`config.mk`:
```
export PLATFORM = sky130hd
export DESIGN_NAME = rx_ltssm_sequencer
export DESIGN_NICKNAME = d
export VERILOG_FILES = /design/src/rtl/ltssm_pkg.sv /design/src/rtl/ltssm_timer.sv /design/src/rtl/rx_ltssm_sequencer.sv
export SDC_FILE = /design/constraint.sdc
export NUM_CORES = 1
export LEC_CHECK = 0
export ABC_AREA = 1
export BUFFER_PORTS_ARGS = -buffer_cell sky130_fd_sc_hd__buf_2
export CAP_MARGIN = 20
export CORE_ASPECT_RATIO = 0.7
export CORE_MARGIN = 2
export CORE_UTILIZATION = 54
export CTS_CLUSTER_SIZE = 25
export DETAILED_ROUTE_END_ITERATION = 10
export PLACE_DENSITY = 0.85
export SLEW_MARGIN = 20
export SYNTH_ARGS = -nofsm -noshare
export SYNTH_HDL_FRONTEND = slang
export SYNTH_HIERARCHICAL = 1
export SYNTH_SLANG_ARGS = --single-unit
```
`constraint.sdc`:
```
create_clock -name clk -period 4.5 [get_ports clk]
set_clock_uncertainty 0.15 [all_clocks]
set_input_delay 0.9 -clock clk [delete_from_list [all_inputs] [get_ports clk]]
set_output_delay 0.9 -clock clk [all_outputs]
set_load 0.03 [all_outputs]
```
`src/rtl/ltssm_pkg.sv`:
```
// Shared LTSSM receive-side definitions: substate codes,
// match-run lengths and port-direction encodings (also used by os_checker).
package ltssm_pkg;

   typedef enum logic [3:0] {
      S_DET_QUIET     = 4'd0,
      S_DET_ACTIVE    = 4'd1,
      S_POLL_ACTIVE   = 4'd2,
      S_POLL_CFG      = 4'd3,
      S_CFG_LW_START  = 4'd4,
      S_CFG_LW_ACCEPT = 4'd5,
      S_CFG_LN_WAIT   = 4'd6,
      S_CFG_LN_ACCEPT = 4'd7,
      S_CFG_COMPLETE  = 4'd8,
      S_CFG_IDLE      = 4'd9
   } substate_t;

   localparam logic [3:0] REQ_N_LONG  = 4'd8;
   localparam logic [3:0] REQ_N_SHORT = 4'd2;

   localparam logic DEV_DOWNSTREAM = 1'b0;
   localparam logic DEV_UPSTREAM   = 1'b1;

   // Consecutive ordered sets needed to leave a substate.
   function automatic logic [3:0] req_n(input logic [3:0] s);
      logic [3:0] n;
      n = REQ_N_LONG;
      if (s >= 4'd4 && s <= 4'd7) n = REQ_N_SHORT;
      return n;
   endfunction

endpackage

```
`src/rtl/ltssm_timer.sv`:
```
// Substate dwell timer: clears on clr, otherwise increments.
// Ports: clk, reset (async active-low), clr, limit -> hit (timer == limit).
module ltssm_timer #(
   parameter int unsigned W = 24
) (
   input  logic         clk,
   input  logic         reset,
   input  logic         clr,
   input  logic [W-1:0] limit,
   output logic         hit
);

   logic [W-1:0] timer;

   always_ff @(posedge clk or negedge reset) begin
      if (!reset) begin
         timer <= '0;
      end else if (clr) begin
         timer <= '0;
      end else begin
         timer <= timer + W'(1);
      end
   end

   assign hit = (timer == limit);

endmodule

```
`src/rtl/rx_ltssm_sequencer.sv`:
```
// Receive-side LTSSM substate sequencer (detect/polling/configuration).
// Ports: clk, reset (async active-low), checker countup/resetcounter/
// rateid_in/upcfg_in, elec_idle_exit, rx_detected -> substate, chk_reset,
// link_up, timeout, link_rate, link_upcfg.
module rx_ltssm_sequencer
   import ltssm_pkg::*;
#(
   parameter logic        DEVICETYPE = DEV_DOWNSTREAM,
   parameter logic [23:0] T_QUIET    = 24'd1200,
   parameter logic [23:0] T_POLL     = 24'd2400,
   parameter logic [23:0] T_CFG      = 24'd200
) (
   input  logic       clk,
   input  logic       reset,
   input  logic       countup,
   input  logic       resetcounter,
   input  logic [7:0] rateid_in,
   input  logic       upcfg_in,
   input  logic       elec_idle_exit,
   input  logic       rx_detected,
   output logic [3:0] substate,
   output logic       chk_reset,
   output logic       link_up,
   output logic       timeout,
   output logic [7:0] link_rate,
   output logic       link_upcfg
);

   substate_t   state;
   substate_t   nxt;
   substate_t   adv;
   logic [3:0]  cnt;
   logic        done;
   logic        t_hit;
   logic        chg;
   logic        first;
   logic        to_exit;
   logic [23:0] limit;

   // chk_reset is low exactly in the first cycle of a substate.
   assign first    = ~chk_reset;
   assign done     = (cnt >= req_n(state) - 4'd1);
   assign chg      = (nxt != state);
   assign substate = state;

   always_comb begin
      limit = '1;
      case (state)
         S_DET_QUIET:   limit = T_QUIET - 24'd1;
         S_POLL_ACTIVE: limit = T_POLL - 24'd1;
         S_POLL_CFG,
         S_CFG_LW_START,
         S_CFG_LW_ACCEPT,
         S_CFG_LN_WAIT,
         S_CFG_LN_ACCEPT,
         S_CFG_COMPLETE: limit = T_CFG - 24'd1;
         default:       limit = '1;
      endcase
   end

   always_comb begin
      adv = S_CFG_IDLE;
      case (state)
         S_POLL_ACTIVE:   adv = S_POLL_CFG;
         S_POLL_CFG:      adv = S_CFG_LW_START;
         S_CFG_LW_START:  adv = (DEVICETYPE == DEV_UPSTREAM) ?
                                S_CFG_LW_ACCEPT : S_CFG_LN_WAIT;
         S_CFG_LW_ACCEPT: adv = S_CFG_LN_WAIT;
         S_CFG_LN_WAIT:   adv = S_CFG_LN_ACCEPT;
         S_CFG_LN_ACCEPT: adv = S_CFG_COMPLETE;
         default:         adv = S_CFG_IDLE;
      endcase
   end

   // A completed run wins over a timer expiry in the same cycle.
   always_comb begin
      nxt     = S_DET_QUIET;
      to_exit = 1'b0;
      case (state)
         S_DET_QUIET: begin
            nxt = (elec_idle_exit || t_hit) ? S_DET_ACTIVE : S_DET_QUIET;
         end
         S_DET_ACTIVE: begin
            nxt = rx_detected ? S_POLL_ACTIVE : S_DET_QUIET;
         end
         S_POLL_ACTIVE,
         S_POLL_CFG,
         S_CFG_LW_START,
         S_CFG_LW_ACCEPT,
         S_CFG_LN_WAIT,
         S_CFG_LN_ACCEPT,
         S_CFG_COMPLETE: begin
            if (done) begin
               nxt = adv;
            end else if (t_hit) begin
               nxt     = S_DET_QUIET;
               to_exit = 1'b1;
            end else begin
               nxt = state;
            end
         end
         S_CFG_IDLE: nxt = S_CFG_IDLE;
         default:    nxt = S_DET_QUIET;
      endcase
   end

   ltssm_timer #(
      .W(24)
   ) u_timer (
      .clk   (clk),
      .reset (reset),
      .clr   (chg),
      .limit (limit),
      .hit   (t_hit)
   );

   always_ff @(posedge clk or negedge reset) begin
      if (!reset) begin
         state      <= S_DET_QUIET;
         cnt        <= 4'd0;
         chk_reset  <= 1'b0;
         link_up    <= 1'b0;
         timeout    <= 1'b0;
         link_rate  <= 8'h00;
         link_upcfg <= 1'b0;
      end else begin
         state     <= nxt;
         chk_reset <= ~chg;
         link_up   <= (nxt == S_CFG_IDLE);
         timeout   <= to_exit;
         // Checker output is stale while it sits in reset.
         if (chg || (!first && !resetcounter)) begin
            cnt <= 4'd0;
         end else if (!first && countup && cnt != 4'hF) begin
            cnt <= cnt + 4'd1;
         end
         if (chg && nxt == S_CFG_IDLE) begin
            link_rate  <= rateid_in;
            link_upcfg <= upcfg_in;
         end
      end
   end

endmodule

```
Yosys cells after proc, flatten, opt, wreduce, memory -nomap -nowiden. Memory sizes are Yosys's and may differ from the RTL's. Index checks and enable logic that the tools add are counted.

Equal/unequal tests: 13. Reductions and logical operators: 12. $add $sub $neg: 3. Multiplexer cells: 13. Bitwise gates (word level): 1. $lt $le $gt $ge: 3.

Operators by type and width (count): $add A24 B1 Y24 const B (1); $eq A24 B24 Y1 (1); $mux W24 (1); $mux W4 (5); $pmux W4 S5 (1); $eq A4 B3 Y1 const B (4); $pmux W4 S4 (1); $eq A4 B4 Y1 const B (3); $eq A4 B2 Y1 const B (2); $reduce_or A7 Y1 (1); $logic_and A1 B1 Y1 (5); $add A4 B1 Y4 const B (1); $eq A4 B1 Y1 const B (1); $ge A4 B3 Y1 const B (1); $ge A4 B4 Y1 (1); $le A4 B3 Y1 const B (1); $logic_not A4 Y1 (1); $mux W1 (4); $ne A4 B4 Y1 (1); $ne A4 B4 Y1 const B (1); $sub A4 B1 Y4 const B (1); $logic_or A1 B1 Y1 (2); $mux W2 (1); $reduce_bool A2 Y1 (1); other kinds (3) (3).

Memories: 1. Logic and storage cells: 54. Input bits: 15. ROM bits: 336. Bits in registers: 44.

Memory list: (no name shown) (words 16, width 21, rd ports 1, clocked after memory_dff 0, wr ports 0, line rx_ltssm_sequencer.sv:48) `case (state)`.

Depth between registers and ports, before layout. Gate-level depths: netlist (run 1).

Word-level depth: 10. Gate-level depth with buffers: 28. Mapped depth without buffers: 25.

Modules after synthesis. The synthesis (run 1) kept the hierarchy.

By module, submodules not included: ltssm_timer (cells an instance 279, area an instance 1783.0 um2, sequential area each 600.6 um2, times used 1); rx_ltssm_sequencer (cells an instance 161, area an instance 1325.0 um2, sequential area each 500.5 um2, times used 1).

Worst setup path after synthesis (run 1). OpenSTA, ideal clock, no wires.

Path kind: register to register. From: reg state[1] (netlist: substate[1]). To: reg u_timer.timer[13]. Arrival: 4.439 ns. Period minus slack after synthesis: 4.661 ns. Required time: 4.279 ns. Cell stages (with the launch flop): 28. Setup slack: -0.161 ns. Path through: dfrtp_1 -> inv_1 -> ha_1 -> inv_1 -> o21ai_0 -> inv_1 -> nand2_1 -> nand2_1 -> nor2_1 -> nand2_1 -> nor2_1 -> nand2_1 -> nor2_1 -> inv_1 -> nand2_1 -> nand3_1 -> nand3_1 -> nand2_2 -> nand2_1 -> nand2_1 -> nor2_2 -> nand2_2 -> buf_6 -> buf_2 -> inv_1 -> buf_1 -> nand2_1 -> nor2_1.

Elaborated cells on any way between the ends: 28. Classes of those cells: add/sub: 1; order compare: 3; eq/ne: 11; mux: 7; reduce/logical: 5; memory: 1.

RTL lines: start, declared (line rx_ltssm_sequencer.sv:29) `substate_t state;`; start signal, assigned (line rx_ltssm_sequencer.sv:127) `state <= nxt;`; $mem_v2 Z16 W21; named net limit[12] (line rx_ltssm_sequencer.sv:38) `logic [23:0] limit;`; $eq A24 B24 Y1 (line ltssm_timer.sv:25) `assign hit = (timer == limit);`; named net t_hit (line rx_ltssm_sequencer.sv:34) `logic t_hit;`; $mux W4 (line rx_ltssm_sequencer.sv:95) `end else if (t_hit) begin`; $mux W4 (line rx_ltssm_sequencer.sv:93) `if (done) begin`; $pmux W4 S4 (line rx_ltssm_sequencer.sv:79) `case (state)`; named net nxt[1] (line rx_ltssm_sequencer.sv:30) `substate_t nxt;`; $ne A4 B4 Y1 (line rx_ltssm_sequencer.sv:43) `assign chg = (nxt != state);`; named net chg (line rx_ltssm_sequencer.sv:35) `logic chg;`; $mux W24 (line ltssm_timer.sv:18) `end else if (clr) begin`; end signal, assigned (line ltssm_timer.sv:21) `timer <= timer + W'(1);`; end, declared (line ltssm_timer.sv:13) `logic [W-1:0] timer;`.

The timed path passes the listed nets, and every way through them passes these cells. A chain may end at the register's enable or synchronous reset.

Worst setup path after layout (run 1).
From: reg state[0] (netlist: substate[0]). To: reg u_timer.timer[12].

Elaborated cells on any way between the ends: 28. Classes of those cells: add/sub: 1; order compare: 3; eq/ne: 11; mux: 7; reduce/logical: 5; memory: 1.

RTL lines (line): $mem_v2 Z16 W21; named net limit[10] (rx_ltssm_sequencer.sv:38); $eq A24 B24 Y1 (ltssm_timer.sv:25); named net t_hit (rx_ltssm_sequencer.sv:34); $mux W4 (rx_ltssm_sequencer.sv:95); $mux W4 (rx_ltssm_sequencer.sv:93); $pmux W4 S4 (rx_ltssm_sequencer.sv:79); named net nxt[1] (rx_ltssm_sequencer.sv:30); $ne A4 B4 Y1 (rx_ltssm_sequencer.sv:43); $mux W24 (ltssm_timer.sv:18).

The timed path passes the listed nets, and every way through them passes these cells.

==> flow_metrics.tcl, run 1 <==
set metrics [dict create \
    grt_overflow 0 \
    finalCritPeriodShare 0.879 \
    start_util 0.551 \
    drive_above_1_share 0.231 \
    path_buf_inv 4 \
    yosysSeqAreaShare 0.354 \
    path_cells "inv_1, ha_1, inv_1, o21ai_0, o21ai_0, nor2_1, nor2_1, nor2_1, nand2_1, nor2_1, nand2_1, nor2_1, inv_1, nand2_1, nand3_1, nand3_1, nand2_2, nand2_1, nand2_1, nor2_2, nand2_2, inv_1, o21ai_0, a21oi_1" \
    top_layer "met4" \
    worst_pin_slew_ns 0.569 \
    wl_met1_um 3490 \
    switching_share 0.238 \
    via_per_inst 5.30 \
    ys.warnings.count 6 \
    ctsRootBufferMaster "clkbuf_8" \
    wirelength_um 7530 \
    synth_ff_type "dfrtp_1" \
    die_x_um 94.7 \
    switchingPower_uw 180 \
    clkPwrFrac 0.434 \
    route.met2.wl_um 3370 \
    netlist_area_um2 3110 \
    max_slew_margin 0.621 \
    synth_top_area_frac 0.354 \
    maxSlewViolCount 0 \
    dp_hpwl_um 5590 \
    finalSetupViolations 0 \
    design.die.area_um2 6390 \
    synthTopCellsByArea "dfrtp_1 35%, nand2_1 16%, nor2_1 7.4%" \
    post-route-util 0.620 \
    seq_power_share 0.530 \
    clock-sinks 44 \
    fin_nets 506 \
    die_h_um 67.5 \
    row_count 23 \
    synthCells 440 \
    status "finished, final reports clean" \
    area_growth_pct 12.5 \
    synth-edff-count 0 \
    postRouteAntennaNets 0 \
    min_period_ns 3.96 \
    hold_viol 0 \
    cp.depth 24 \
    io_buffers 30 \
    comb_power_share 0.037 \
    clock_latency_ns 0.31 \
    cp_max_fo 16 \
    met3_length_um 571 \
    wl_per_cell_um 13.5 \
    place_ws_ns 0.545 \
    whs_path_depth 2 \
    slowest_stage "dfrtp_1" \
    htreeDepth 2 \
    clk_path_buf_depth 2 \
    grt_pass1_vias 2689 \
    drtPass1Iterations 6 \
    max_stage_delay_ns 0.45 \
    reg2reg_depth 24 \
    arrival_ns 4.05 \
    synth_cell_types 30 \
    start_kind "flip-flop" \
    async_flop_share 1.00 \
    antenna_found_initial 0 \
    coreArea_um2 5640 \
    synth-seq-cells 44 \
    crit_path_end_kind "flip-flop" \
    min_path_type "flip-flop to flip-flop" \
    synth.avg_cell_area_um2 7.06 \
    grt_max_degree 45 \
    setup_tns_ns 0 \
    vias 2962 \
    cts_tree "done" \
    final.setup.worst_slack_ns 0.542 \
    numCtsBuffers 5 \
    worstPathRequired_ns 4.59 \
    gp_congestion 0.975 \
    drc 0 \
    p_int_uw 574 \
    clk_pin_slew_ns 0.10 \
    powerDensity_nw_per_um2 216 \
    yosysTopAreaCell "dfrtp_1" \
    diodes 0 \
    drt-initial-drc-count 263 \
    drv_cap 0 \
    synth_most_common_cell "nand2_1" \
    grt_pass1_wl_um 12500 \
    rsz0062_at_grt "false" \
    peakVddDrop_mv 0.144 \
    pin_count 31 \
    ctsHoldBuffers 0 \
    criticalPathCategory "flip-flop to flip-flop" \
    grt_usage 0.251 \
    cp_top_family "simple AND/OR/NAND/NOR gates" \
    max_freq_mhz 253 \
    synth.cells.most_frequent "132 x nand2_1, 61 x nor2_1, 50 x inv_1" \
    power_leakage_nw 1.93 \
]
[area by class of cell]
type | instances | area, um2
Clock inverter | 3 | 47.5
Tap cell | 75 | 93.8
Multi-Input combinational cell | 341 | 1780
Fill cell | 509 | 2140
Inverter | 56 | 210
Clock buffer | 5 | 68.8
Timing Repair Buffer | 35 | 190
Sequential cell | 44 | 1100
[worst min-delay path, cell delays in order, from the launching register on]
cell and delay (ns):
dfrtp_1 0.35, nand2_1 0.05, nand2_1 0.05
[worst paths after layout]
path                               from                end  slack (ns)
setup reg to reg            substate[0]  u_timer/timer[12]        0.54
hold / removal             link_rate[3]       link_rate[3]        0.33
hold reg to reg            link_rate[3]       link_rate[3]        0.33
max in group asynchronous         reset   u_timer/timer[6]        3.38
min in group asynchronous         reset         link_upcfg        0.42
setup / recovery            substate[0]  u_timer/timer[12]        0.54
[stage by stage]
| stage | std cells | hold slack [ns] | total power [mW] | instance area, um2 |
|---|---|---|---|---|
| 4_1_cts | 556 | 0.332 | 0.759 | 3470 |
| 5_1_grt | 559 | 0.357 | 0.782 | 3500 |
| 2_1_floorplan | 445 | 0.315 | 0.417 | 3130 |
| 3_5_place_dp | 548 | 0.308 | 0.435 | 3350 |
| 3_3_place_gp | 548 | 0.300 | 0.433 | 3350 |
| 6_report | 559 | 0.328 | 0.754 | 3500 |
[per-layer routing]
metal,track usage,vias up
met5,0,-
met2,0.389,139
met4,0.0598,0
met1,0.372,1373
li1,-,1440
met3,0.0368,10
[flip-flops by register name, summed over array words and instances (netlist names)]
name,cells
u_timer/timer,24
link_rate,8
cnt,4
substate,4
chk_reset,1
link_up,1
link_upcfg,1
timeout,1
[cells in the final DEF (no fill, tap or decap), types with 2 or more instances in the layout]
master and instances:
xnor2_1 8, inv_1 50, and2_1 2, nand4_1 3
ha_1 8, nand2_2 19, buf_2 29, nand3_2 10
clkinv_4 2, dfrtp_1 44, nor3_1 4, o21ai_1 5
nor2_1 61, a21oi_1 13, nand2_1 132, nand3_1 25
conb_1 6, o21ai_0 6, nor2_4 11, xor2_1 2
nand2_4 5, a21oi_2 3, buf_4 6, nor2_2 13
clkbuf_8 5, inv_2 6
[cell families (layout without fill, tap and decap cells)]
kind of cell,Yosys count,in the layout,synth area share
AND/OR/NAND/NOR,287,287,0.452
buffers and inverters,60,99,0.0777
flip-flops,44,44,0.354
AO/OA/AOI/OAI,29,29,0.0515
XOR/XNOR,10,10,0.0282
adder cells (fa/ha/maj),8,8,0.0322
other,1,6,0.00121
multiplexers,1,1,0.00322
[power groups by stage]
stage          Clock (mW)  Combinational, mW  Sequential [mW]
2_1_floorplan           0             0.0109            0.407
3_3_place_gp            0             0.0265            0.407
3_5_place_dp            0             0.0280            0.407
4_1_cts             0.331             0.0279            0.399
5_1_grt             0.350             0.0328            0.400
6_report            0.327             0.0277            0.399
[repair_timing]
action | 4_1_cts | 5_1_grt
buffers inserted | 0 | 3
endpoints found under the setup margin | 0 | 5
resized for setup | 0 | 0
Note: power is estimated with default switching activity, not from simulation.
==> inputs of run 2 (changes only) <==
--- a/config.mk
+++ b/config.mk
@@ -13,7 +13,7 @@
 export CORE_UTILIZATION = 54
 export CTS_CLUSTER_SIZE = 25
 export DETAILED_ROUTE_END_ITERATION = 10
-export PLACE_DENSITY = 0.85
+export PLACE_DENSITY = 0.81
 export SLEW_MARGIN = 20
 export SYNTH_ARGS = -nofsm -noshare
 export SYNTH_HDL_FRONTEND = slang
==> flow_metrics.tcl, run 2 (synthesis results as in run 1) <==
set metrics [dict create \
    status "finished, final reports clean" \
    powerDensity_nw_per_um2 216 \
    min_period_ns 4.06 \
    drtPass1Iterations 5 \
    maxSlewViolCount 0 \
    io_buffers 30 \
    worstPathRequired_ns 4.59 \
    cts_tree "done" \
    hold_ws_ns 0.330 \
    start_util 0.551 \
    max_slew_margin 0.580 \
    max_flop_register "u_timer/timer" \
    ctsHoldBuffers 0 \
    comb_power_share 0.037 \
    whs_path_depth 2 \
    die_x_um 94.7 \
    worst_pin_slew_ns 0.628 \
    drive_above_1_share 0.227 \
    switchingPower_uw 165 \
    hold_viol 0 \
    ctsResizeCount 0 \
    arrival_ns 4.15 \
    largest_register_ffs 24 \
    layout.cells.non_filler 556 \
    via_per_inst 5.15 \
    max_freq_mhz 246 \
    layout_commonest_cell "nand2_1" \
    die_h_um 67.5 \
    clk_pin_slew_ns 0.09 \
    reg2reg_depth 25 \
    hp-start "link_rate[2]" \
    vias 2864 \
    r2r_slack_ns 0.44 \
    dp.cells 548 \
    min_path_type "flip-flop to flip-flop" \
    clkPwrFrac 0.433 \
    wirelength_um 7170 \
    cp_max_fo 18 \
    post_cts_buffers 0 \
    criticalPathCategory "flip-flop to flip-flop" \
    clock-sinks 44 \
    switching_share 0.219 \
    p_int_uw 588 \
    design.die.area_um2 6390 \
    row_count 23 \
    start_kind "flip-flop" \
    ctsRootBufferMaster "clkbuf_8" \
    antenna_found_initial 0 \
    r2r-end "u_timer/timer[12]" \
    finalSetupViolations 0 \
    layout_common_cells "132 x nand2_1, 61 x nor2_1, 50 x inv_1, 44 x dfrtp_1, 29 x buf_2" \
    grt_overflow 0 \
    grt_pass1_wl_um 12400 \
    clock_latency_ns 0.31 \
    diodes 0 \
    finalCritPeriodShare 0.902 \
    clk_path_buf_depth 2 \
    drv_cap 0 \
    setup_tns_ns 0 \
    postRouteAntennaNets 0 \
    dp_hpwl_um 5390 \
    top_regs "u_timer/timer (24), link_rate (8)" \
    area_growth_pct 11.9 \
    grt_usage 0.254 \
    drt-initial-drc-count 185 \
    post-route-util 0.617 \
    wl_per_cell_um 12.9 \
    r2r-start "substate[0]" \
    seq_power_share 0.530 \
    numCtsBuffers 5 \
    rsz0062_at_grt "false" \
    gp_congestion 0.917 \
    fin_nets 503 \
    grt_pass1_vias 2650 \
    power_leakage_nw 1.92 \
    grt_max_degree 45 \
    crit_path_end_kind "flip-flop" \
    htreeDepth 2 \
    hold_end "link_rate[2]" \
    coreArea_um2 5640 \
    peakVddDrop_mv 0.142 \
    drc 0 \
    pin_count 31 \
]
run 2: cell types whose count changed in the layout (fill, tap and decap cells not counted):
cell      change
clkbuf_8      +1
clkinv_4      -1
buf_4         -3
run 2: how the worst max path moves through the flow:
stage                 from                 to  slack [ns]  cells after the start
2_1_floorplan  substate[1]  u_timer/timer[13]        0.31                     27
6_report       substate[0]  u_timer/timer[12]        0.44                     25
5_1_grt        substate[0]  u_timer/timer[12]       0.003                     23
4_1_cts        substate[0]  u_timer/timer[12]        0.52                     25
3_5_place_dp   substate[0]       link_rate[6]        0.58                     22
3_3_place_gp   substate[0]       link_rate[0]        0.68                     22
run 2: critical path: stages, from the launching register on:
cell     delay [ns]
dfrtp_1        0.44
inv_1          0.18
ha_1           0.24
inv_1          0.07
o21ai_0        0.24
o21ai_1        0.13
buf_4          0.23
nand2_1        0.08
nand2_1        0.04
nor2_1         0.13
nand2_1        0.09
nor2_1         0.10
nand2_1        0.06
nor2_1         0.21
inv_1          0.12
nand2_1        0.08
nand3_1        0.08
nand3_1        0.13
nand2_2        0.10
nand2_1        0.07
nand2_1        0.06
nor2_2         0.11
nand2_2        0.06
inv_1          0.38
o21ai_0        0.22
a21oi_1        0.16
run 2: per-layer routing:
metal / wire length (um) / global-route usage / up-vias
li1: - / - / 1425
met1: 3480 / 0.370 / 1298
met2: 3010 / 0.379 / 124
met3: 530 / 0.0491 / 17
met4: 144 / 0.0851 / 0
met5: 0 / 0 / -
run 2: layout make-up:
class                           count  area, um2
Fill cell                         520       2160
Tap cell                           75       93.8
Clock buffer                        6       82.6
Sequential cell                    44       1100
Multi-Input combinational cell    341       1780
Timing Repair Buffer               32        168
Inverter                           56        210
Clock inverter                      2       38.8
run 2: power by group through the flow:
stage / Clock [mW] / Combinational [mW] / Sequential, mW
after global routing: 0.355 / 0.0323 / 0.400
after detailed placement: 0 / 0.0277 / 0.407
after global placement: 0 / 0.0266 / 0.407
final: 0.326 / 0.0275 / 0.399
after CTS: 0.334 / 0.0277 / 0.399
after floorplan: 0 / 0.0109 / 0.407
run 2: metrics by stage:
stage	worst slack [ns]	instance area [um2]	power (mW)
2_1_floorplan	0.311	3130	0.417
3_3_place_gp	0.679	3350	0.433
3_5_place_dp	0.577	3350	0.435
4_1_cts	0.522	3480	0.760
5_1_grt	0.00275	3480	0.787
6_report	0.439	3480	0.753
